<file path="src/rtl/ofs_plat_ccip_c1_wr_arb_if.sv">
// Requester, CCI-P c1 TX/RX and error signals of the c1 write arbiter.
// The arbiter uses the master view; the surrounding system uses slave.
interface ofs_plat_ccip_c1_wr_arb_if #(
  parameter int N_REQ       = 2,
  parameter int ADDR_WIDTH  = 42,
  parameter int DATA_WIDTH  = 512,
  parameter int MDATA_WIDTH = 16
);
  localparam int ID_W = (N_REQ > 1) ? $clog2(N_REQ) : 1;
  localparam int RM_W = MDATA_WIDTH - ID_W;

  logic [N_REQ-1:0]            req_valid;
  logic [N_REQ-1:0]            req_ready;
  logic [N_REQ*ADDR_WIDTH-1:0] req_addr;
  logic [N_REQ*2-1:0]          req_len;
  logic [N_REQ*RM_W-1:0]       req_mdata;
  logic [N_REQ*DATA_WIDTH-1:0] req_data;

  logic                        c1_valid;
  logic [ADDR_WIDTH-1:0]       c1_addr;
  logic [1:0]                  c1_len;
  logic                        c1_sop;
  logic [MDATA_WIDTH-1:0]      c1_mdata;
  logic [DATA_WIDTH-1:0]       c1_data;
  logic                        c1_almfull;

  logic                        rsp_valid;
  logic [MDATA_WIDTH-1:0]      rsp_mdata;
  logic [N_REQ-1:0]            req_rsp_valid;
  logic [RM_W-1:0]             req_rsp_mdata;

  logic                        err;

  modport master (
    input  req_valid, req_addr, req_len,
    input  req_mdata, req_data,
    input  c1_almfull, rsp_valid, rsp_mdata,
    output req_ready,
    output c1_valid, c1_addr, c1_len,
    output c1_sop, c1_mdata, c1_data,
    output req_rsp_valid, req_rsp_mdata,
    output err
  );

  modport slave (
    output req_valid, req_addr, req_len,
    output req_mdata, req_data,
    output c1_almfull, rsp_valid, rsp_mdata,
    input  req_ready,
    input  c1_valid, c1_addr, c1_len,
    input  c1_sop, c1_mdata, c1_data,
    input  req_rsp_valid, req_rsp_mdata,
    input  err
  );
endinterface

</file>
<file path="src/rtl/ofs_plat_ccip_c1_wr_arb.sv">
// Round-robin CCI-P c1 write arbiter with atomic multi-line packets.
// OFS_PLAT_CCIP_WR_ARB_CHECK_EN enables the sticky protocol error check.
module ofs_plat_ccip_c1_wr_arb #(
  parameter int N_REQ       = 2,
  parameter int ADDR_WIDTH  = 42,
  parameter int DATA_WIDTH  = 512,
  parameter int MDATA_WIDTH = 16
) (
  input logic clk,
  input logic reset_n,
  ofs_plat_ccip_c1_wr_arb_if.master bus
);
  localparam int ID_W = (N_REQ > 1) ? $clog2(N_REQ) : 1;
  localparam int RM_W = MDATA_WIDTH - ID_W;
  localparam logic [ID_W-1:0] LAST_ID = ID_W'(N_REQ - 1);

  typedef enum logic {IDLE, BURST} state_t;

  function automatic logic [ID_W-1:0] next_id(
    input logic [ID_W-1:0] id
  );
    return (id == LAST_ID) ? '0 : id + 1'b1;
  endfunction

  function automatic logic [ID_W-1:0] wrap_add(
    input logic [ID_W-1:0] base,
    input int              off
  );
    int s;
    s = int'(base) + off;
    if (s >= N_REQ) s = s - N_REQ;
    return ID_W'(s);
  endfunction

  state_t                 state_q, state_d;
  logic                   almfull_q, almfull_d;
  logic [ID_W-1:0]        rr_q, rr_d;
  logic [ID_W-1:0]        grant_q, grant_d;
  logic [1:0]             beat_cnt_q, beat_cnt_d;
  logic [1:0]             len_q, len_d;
  logic [ADDR_WIDTH-1:0]  addr_q, addr_d;
  logic [MDATA_WIDTH-1:0] mdata_q, mdata_d;

  logic                   c1_valid_q, c1_valid_d;
  logic                   c1_sop_q, c1_sop_d;
  logic [ADDR_WIDTH-1:0]  c1_addr_q, c1_addr_d;
  logic [1:0]             c1_len_q, c1_len_d;
  logic [MDATA_WIDTH-1:0] c1_mdata_q, c1_mdata_d;
  logic [DATA_WIDTH-1:0]  c1_data_q, c1_data_d;

  logic [N_REQ-1:0]       rsp_valid_q, rsp_valid_d;
  logic [RM_W-1:0]        rsp_mdata_q, rsp_mdata_d;
  logic                   err_q, err_d;

  logic [ID_W-1:0]        pick;
  logic                   pick_vld;
  logic [ID_W-1:0]        cand;
  logic [ID_W-1:0]        sel;
  logic [N_REQ-1:0]       ready;
  logic                   accept;
  logic [ADDR_WIDTH-1:0]  in_addr;
  logic [1:0]             in_len;
  logic [RM_W-1:0]        in_mdata;
  logic [DATA_WIDTH-1:0]  in_data;
  logic [ID_W-1:0]        rsp_id;
  logic                   rsp_id_ok;

  // First valid requester at or after the round-robin pointer.
  always_comb begin
    pick     = '0;
    pick_vld = 1'b0;
    cand     = '0;
    for (int i = N_REQ - 1; i >= 0; i--) begin
      cand = wrap_add(rr_q, i);
      if (bus.req_valid[cand]) begin
        pick     = cand;
        pick_vld = 1'b1;
      end
    end
  end

  assign sel = (state_q == BURST) ? grant_q : pick;

  // Ready goes only to the packet owner, never under almost-full or reset.
  always_comb begin
    ready = '0;
    if (reset_n && !almfull_q) begin
      if (state_q == BURST) ready[grant_q] = 1'b1;
      else if (pick_vld)    ready[pick]    = 1'b1;
    end
  end

  assign accept   = |(bus.req_valid & ready);
  assign in_addr  = bus.req_addr[int'(sel)*ADDR_WIDTH +: ADDR_WIDTH];
  assign in_len   = bus.req_len[int'(sel)*2 +: 2];
  assign in_mdata = bus.req_mdata[int'(sel)*RM_W +: RM_W];
  assign in_data  = bus.req_data[int'(sel)*DATA_WIDTH +: DATA_WIDTH];

  // Packet FSM: sop beat latches the header, later beats reuse it.
  always_comb begin
    state_d    = state_q;
    almfull_d  = bus.c1_almfull;
    rr_d       = rr_q;
    grant_d    = grant_q;
    beat_cnt_d = beat_cnt_q;
    len_d      = len_q;
    addr_d     = addr_q;
    mdata_d    = mdata_q;
    c1_valid_d = accept;
    c1_sop_d   = 1'b0;
    c1_addr_d  = c1_addr_q;
    c1_len_d   = c1_len_q;
    c1_mdata_d = c1_mdata_q;
    c1_data_d  = c1_data_q;
    if (accept) begin
      c1_data_d = in_data;
      if (state_q == IDLE) begin
        grant_d    = sel;
        addr_d     = in_addr;
        len_d      = in_len;
        mdata_d    = {sel, in_mdata};
        c1_sop_d   = 1'b1;
        c1_addr_d  = in_addr;
        c1_len_d   = in_len;
        c1_mdata_d = {sel, in_mdata};
        if (in_len == 2'd0) begin
          rr_d = next_id(sel);
        end else begin
          state_d    = BURST;
          beat_cnt_d = 2'd1;
        end
      end else begin
        c1_addr_d  = {addr_q[ADDR_WIDTH-1:2],
                      addr_q[1:0] | beat_cnt_q};
        c1_len_d   = len_q;
        c1_mdata_d = mdata_q;
        if (beat_cnt_q == len_q) begin
          state_d    = IDLE;
          rr_d       = next_id(grant_q);
          beat_cnt_d = 2'd0;
        end else begin
          beat_cnt_d = beat_cnt_q + 2'd1;
        end
      end
    end
  end

  assign rsp_id    = bus.rsp_mdata[MDATA_WIDTH-1 -: ID_W];
  assign rsp_id_ok = int'(rsp_id) < N_REQ;

  // Route each write response to the requester named in its mdata.
  always_comb begin
    rsp_valid_d = '0;
    if (bus.rsp_valid && rsp_id_ok) rsp_valid_d[rsp_id] = 1'b1;
    rsp_mdata_d = bus.rsp_mdata[RM_W-1:0];
  end

`ifdef OFS_PLAT_CCIP_WR_ARB_CHECK_EN
  logic sop_bad;

  // Illegal cl_len or misaligned multi-line address on a sop beat.
  always_comb begin
    sop_bad = 1'b0;
    unique case (1'b1)
      in_len == 2'd2: sop_bad = 1'b1;
      in_len == 2'd1: sop_bad = in_addr[0];
      in_len == 2'd3: sop_bad = |in_addr[1:0];
      default:        sop_bad = 1'b0;
    endcase
  end

  assign err_d = err_q
               | (accept && state_q == IDLE && sop_bad)
               | (bus.rsp_valid && !rsp_id_ok);
`else
  assign err_d = 1'b0;
`endif

  // All state and registered outputs, synchronous active-low reset.
  always_ff @(posedge clk) begin
    if (!reset_n) begin
      state_q     <= IDLE;
      almfull_q   <= 1'b1;
      rr_q        <= '0;
      grant_q     <= '0;
      beat_cnt_q  <= '0;
      len_q       <= '0;
      addr_q      <= '0;
      mdata_q     <= '0;
      c1_valid_q  <= 1'b0;
      c1_sop_q    <= 1'b0;
      c1_addr_q   <= '0;
      c1_len_q    <= '0;
      c1_mdata_q  <= '0;
      c1_data_q   <= '0;
      rsp_valid_q <= '0;
      rsp_mdata_q <= '0;
      err_q       <= 1'b0;
    end else begin
      state_q     <= state_d;
      almfull_q   <= almfull_d;
      rr_q        <= rr_d;
      grant_q     <= grant_d;
      beat_cnt_q  <= beat_cnt_d;
      len_q       <= len_d;
      addr_q      <= addr_d;
      mdata_q     <= mdata_d;
      c1_valid_q  <= c1_valid_d;
      c1_sop_q    <= c1_sop_d;
      c1_addr_q   <= c1_addr_d;
      c1_len_q    <= c1_len_d;
      c1_mdata_q  <= c1_mdata_d;
      c1_data_q   <= c1_data_d;
      rsp_valid_q <= rsp_valid_d;
      rsp_mdata_q <= rsp_mdata_d;
      err_q       <= err_d;
    end
  end

  assign bus.req_ready     = ready;
  assign bus.c1_valid      = c1_valid_q;
  assign bus.c1_sop        = c1_sop_q;
  assign bus.c1_addr       = c1_addr_q;
  assign bus.c1_len        = c1_len_q;
  assign bus.c1_mdata      = c1_mdata_q;
  assign bus.c1_data       = c1_data_q;
  assign bus.req_rsp_valid = rsp_valid_q;
  assign bus.req_rsp_mdata = rsp_mdata_q;
  assign bus.err           = err_q;
endmodule

</file>
<file path="src/flat_wrapper.sv">
// flat-port wrapper written by rule: the top's interface ports become plain ports
module ofs_plat_ccip_c1_wr_arb_flat 
#(
  parameter int N_REQ       = 2,
  parameter int ADDR_WIDTH  = 42,
  parameter int DATA_WIDTH  = 512,
  parameter int MDATA_WIDTH = 16
)
  (clk, reset_n, bus_req_valid, bus_req_addr, bus_req_len, bus_req_mdata, bus_req_data, bus_c1_almfull, bus_rsp_valid, bus_rsp_mdata, bus_req_ready, bus_c1_valid, bus_c1_addr, bus_c1_len, bus_c1_sop, bus_c1_mdata, bus_c1_data, bus_req_rsp_valid, bus_req_rsp_mdata, bus_err);
  ofs_plat_ccip_c1_wr_arb_if #(.N_REQ(N_REQ), .ADDR_WIDTH(ADDR_WIDTH), .DATA_WIDTH(DATA_WIDTH), .MDATA_WIDTH(MDATA_WIDTH)) bus_i ();
  input logic clk;
  input logic reset_n;
  input wire logic [$bits(bus_i.req_valid)-1:0] bus_req_valid;
  input wire logic [$bits(bus_i.req_addr)-1:0] bus_req_addr;
  input wire logic [$bits(bus_i.req_len)-1:0] bus_req_len;
  input wire logic [$bits(bus_i.req_mdata)-1:0] bus_req_mdata;
  input wire logic [$bits(bus_i.req_data)-1:0] bus_req_data;
  input wire logic [$bits(bus_i.c1_almfull)-1:0] bus_c1_almfull;
  input wire logic [$bits(bus_i.rsp_valid)-1:0] bus_rsp_valid;
  input wire logic [$bits(bus_i.rsp_mdata)-1:0] bus_rsp_mdata;
  output wire logic [$bits(bus_i.req_ready)-1:0] bus_req_ready;
  output wire logic [$bits(bus_i.c1_valid)-1:0] bus_c1_valid;
  output wire logic [$bits(bus_i.c1_addr)-1:0] bus_c1_addr;
  output wire logic [$bits(bus_i.c1_len)-1:0] bus_c1_len;
  output wire logic [$bits(bus_i.c1_sop)-1:0] bus_c1_sop;
  output wire logic [$bits(bus_i.c1_mdata)-1:0] bus_c1_mdata;
  output wire logic [$bits(bus_i.c1_data)-1:0] bus_c1_data;
  output wire logic [$bits(bus_i.req_rsp_valid)-1:0] bus_req_rsp_valid;
  output wire logic [$bits(bus_i.req_rsp_mdata)-1:0] bus_req_rsp_mdata;
  output wire logic [$bits(bus_i.err)-1:0] bus_err;
  assign bus_i.req_valid = bus_req_valid;
  assign bus_i.req_addr = bus_req_addr;
  assign bus_i.req_len = bus_req_len;
  assign bus_i.req_mdata = bus_req_mdata;
  assign bus_i.req_data = bus_req_data;
  assign bus_i.c1_almfull = bus_c1_almfull;
  assign bus_i.rsp_valid = bus_rsp_valid;
  assign bus_i.rsp_mdata = bus_rsp_mdata;
  assign bus_req_ready = bus_i.req_ready;
  assign bus_c1_valid = bus_i.c1_valid;
  assign bus_c1_addr = bus_i.c1_addr;
  assign bus_c1_len = bus_i.c1_len;
  assign bus_c1_sop = bus_i.c1_sop;
  assign bus_c1_mdata = bus_i.c1_mdata;
  assign bus_c1_data = bus_i.c1_data;
  assign bus_req_rsp_valid = bus_i.req_rsp_valid;
  assign bus_req_rsp_mdata = bus_i.req_rsp_mdata;
  assign bus_err = bus_i.err;
  ofs_plat_ccip_c1_wr_arb #(.N_REQ(N_REQ), .ADDR_WIDTH(ADDR_WIDTH), .DATA_WIDTH(DATA_WIDTH), .MDATA_WIDTH(MDATA_WIDTH)) u_core (.clk(clk), .reset_n(reset_n), .bus(bus_i));
endmodule
</file>
<file path="config.mk">
export PLATFORM = sky130hd
export DESIGN_NAME = ofs_plat_ccip_c1_wr_arb_flat
export DESIGN_NICKNAME = d
export VERILOG_FILES = /design/src/rtl/ofs_plat_ccip_c1_wr_arb_if.sv /design/src/rtl/ofs_plat_ccip_c1_wr_arb.sv /design/src/flat_wrapper.sv
export SDC_FILE = /design/constraint.sdc
export NUM_CORES = 2
export LEC_CHECK = 0
export CORE_AREA = 2 2 691 693
export DETAILED_ROUTE_END_ITERATION = 12
export DIE_AREA = 0 0 693 695
export PLACE_DENSITY_LB_ADDON = 0.05
export SYNTH_ARGS = -nofsm -noshare
export SYNTH_HDL_FRONTEND = slang
export SYNTH_SLANG_ARGS = --single-unit
</file>
<file path="constraint.sdc">
create_clock -name clk -period 2.25 [get_ports clk]
set_input_delay 0.3375 -clock clk [delete_from_list [all_inputs] [get_ports clk]]
set_output_delay 0.3375 -clock clk [all_outputs]
set_load 0.005 [all_outputs]
</file>
==> out/results.tsv <==
metric	value	unit
Clk Tree Root Cell	clkbuf_16	
Period minus WS final	2.26	ns
Worst EP required	1.91	ns
Worst Skew	0.0662	ns
Hold Crit Endpoint	u_core.bus.c1_data[262]	
Synthesized Nets	4615	
TNS Setup	-0.0133	ns
Finish-stage setup viols	1	
Inst Count DP	11415	
CP max stage delay	0.33	ns
initial antenna violation count	227	
H-tree levels	3	
reg2reg path depth	10	
CP arrival	1.93	ns
leakage power	23.7	nW
first-pass GRT wire length	405000	um
Finished Layout Cells	12356	
die footprint	482000	um^2
Rows	253	
Final Hold Viols	0	
outcome	complete, but fails checks	
DR vias	36743	
warning count from the yosys run	0	
Final Routed Wirelength	321000	um
Worst Path Buf+Inv	1	
Core ar.	474000	um^2
clock tree sinks	638	
critical path class	flop to primary output	
maximum vdd ir drop	0.615	mV
worst hold path depth	3	
Synth Register Bits	638	
grt ovf	0	
RR Endpoint	u_core.bus.c1_data[279]	
reg-to-reg slack, setup	0.07	ns
Slew HR	43.7	%
CTS tree	built	
number of global-route vias before repair	38336	
failing checks	negative setup slack	
Iteration-0 DRC Markers	1570	
worst-margin pin slew	0.845	ns
Vias per Instance	2.97	
Slew Viols, Final	0	
crit-path max FO	2	
Clock transition at path regs	0.06	ns
TritonRoute pass-1 iters	5	
crit path capture type	primary output	
Yosys cell types	33	
sequential share of the synthesized area	46.9	%
DRT antenna net count	0	
Final Power	0.0384	W
GPL Wtd Cong	0.782	
max-capacitance violation count	0	
total track usage	12.6	%
Residual DRC	0	
RSZ-0062 raised after global routing	yes	
Worst R2R Start	u_core.state_q	
Worst-Skew Late Latency	0.87	ns
P per Cell Area	587	nW/um^2
Initial Util	5.75	%
Finished Core Util	13.8	%
Final nets	7147	
setup ws final	-0.0133	ns
f_max	442	MHz
period utilization	101	%
port bufs	1756	
most frequent cells in the layout	clkdlybuf4s50_1 (1462), nand2_1 (1030), dlygate4sd3_1 (660)	
critical path's top delay family	simple AND/OR/NAND/NOR gates	
Num CTS Buffers	111	
Ports	1758	
Worst Setup Start Kind	flop	
die height	695	um
hold wc startpoint	bus_req_data[262]	
crit-path cells	and2b_2, o21a_4, nor2_4, buf_2	
cells after synthesis	3451	
syn_area_per_cell	7.90	um^2
DP HPWL	266000	um
share of cells above drive strength 1	10.1	%
synth-to-layout area growth	140	%
Die Wd	693	um
CP max-delay cell	dfxtp_2	
clock buffer depth	4	
largest net degree at the start of global routing	79	
hold_ws	0.115	ns
Wirelength per Cell	26.0	um
Worst Hold Class	input port to flop	
leading cell type in the layout, fill and taps excluded	clkdlybuf4s50_1	
Mapped Area	27200	um^2
[worst max path at each step]
| stage | cells past startpoint | from | endpoint | slack, ns |
|---|---|---|---|---|
| floorplan | 6 | u_core.rr_q | u_core.bus.c1_data[227] | 0.59 |
| global placement | 6 | bus_req_valid[1] | bus_req_ready[1] | -0.70 |
| detailed placement | 6 | bus_req_valid[0] | bus_req_ready[1] | -0.68 |
| CTS | 4 | u_core.rr_q | bus_req_ready[1] | -0.19 |
| global route | 4 | u_core.rr_q | bus_req_ready[1] | -0.14 |
| finish | 4 | u_core.rr_q | bus_req_ready[1] | -0.01 |
[metal layers]
layer  up-vias  GRT usage, %  share of wire, %
met5         -             0              0.14
met4        70          1.80               1.7
met3       468          3.71               6.4
met2      1324          23.3                51
met1     17699          14.5                41
li1      17182             -                 -
[tightest hold or removal path: stages]
cell and delay, ns:
clkdlybuf4s50_1 0.41, nand2_1 0.06, a311oi_1 0.08
[per-stage QoR]
stage	worst slack (ns)	instance area [um^2]
floorplan	0.585	27200
global placement	-0.701	54400
detailed placement	-0.682	54400
CTS	-0.195	64500
global route	-0.143	65300
finish	-0.0133	65400
[what timing repair did]
item,4_1_cts,5_1_grt
pin swaps,4,6
buffers inserted,6,23
hold endpoints to repair,448,0
gates resized for setup,358,64
hold buffers,660,0
endpoints found under the setup margin,288,162
cloned,3,11
[Yosys cell counts]
library cell     n  area share (%)
nand2_1       1064              15
dfxtp_1        638              47
nor2_1         619             8.5
a311oi_1       527              17
buf_2          152             2.8
clkbuf_1       132             1.8
nor3_1          44            0.81
o21ai_0         44            0.81
mux2i_1         43             1.6
nand3_1         43            0.79
mux2_2          42             1.7
buf_4           22            0.61
buf_1           16            0.22
and2_1          15            0.34
buf_6           14            0.58
nand2b_1         7            0.16
a21oi_1          4           0.073
a311oi_2         3            0.17
inv_2            3           0.041
or3_1            3           0.069
a211oi_1         2           0.055
o22ai_1          2           0.046
xnor2_1          2           0.064
a211o_1          1           0.032
a221oi_1         1           0.032
a31oi_1          1           0.023
and2b_1          1           0.028
and3_1           1           0.023
conb_1           1           0.014
inv_1            1           0.014
nand3b_1         1           0.028
o21a_1           1           0.028
o21ai_2          1           0.032
[cells by family after synthesis]
group / share of synthesized area [%]
simple gates: 25.4
buf+inv: 6.07
compound gates: 18.2
other cells: 0.0138
mux: 3.32
flops: 46.9
xor+xnor: 0.0643
[power by group]
group,total [W],internal (W),switching (W)
registers,0.0122,0.0119,0.000339
logic,0.00875,0.00469,0.00406
clock network,0.0174,0.00999,0.00741
total,0.0384,0.0266,0.0118
[state kept, by name (all words and copies together) (netlist names)]
| register | flops |
|---|---|
| u_core.addr_q | 42 |
| u_core.almfull_q | 1 |
| u_core.beat_cnt_q | 2 |
| u_core.bus.c1_addr | 42 |
| u_core.bus.c1_data | 512 |
| u_core.bus.c1_sop | 1 |
| u_core.bus.c1_valid | 1 |
| u_core.bus.req_rsp_mdata | 15 |
| u_core.bus.req_rsp_valid | 2 |
| u_core.grant_q | 1 |
| u_core.len_q | 2 |
| u_core.mdata_q | 15 |
| u_core.rr_q | 1 |
| u_core.state_q | 1 |
[layout make-up]
| class | instances | area, um^2 |
|---|---|---|
| clock buffer | 166 | 3180 |
| clock inverter | 16 | 224 |
| antenna | 57 | 143 |
| fill | 54006 | 409000 |
| tap | 6247 | 7820 |
| sequential | 638 | 12800 |
| inverter | 4 | 31.3 |
| multi-input combinational | 2473 | 13000 |
| timing repair buffer | 2755 | 28100 |
(Power assumes the default switching activity.)
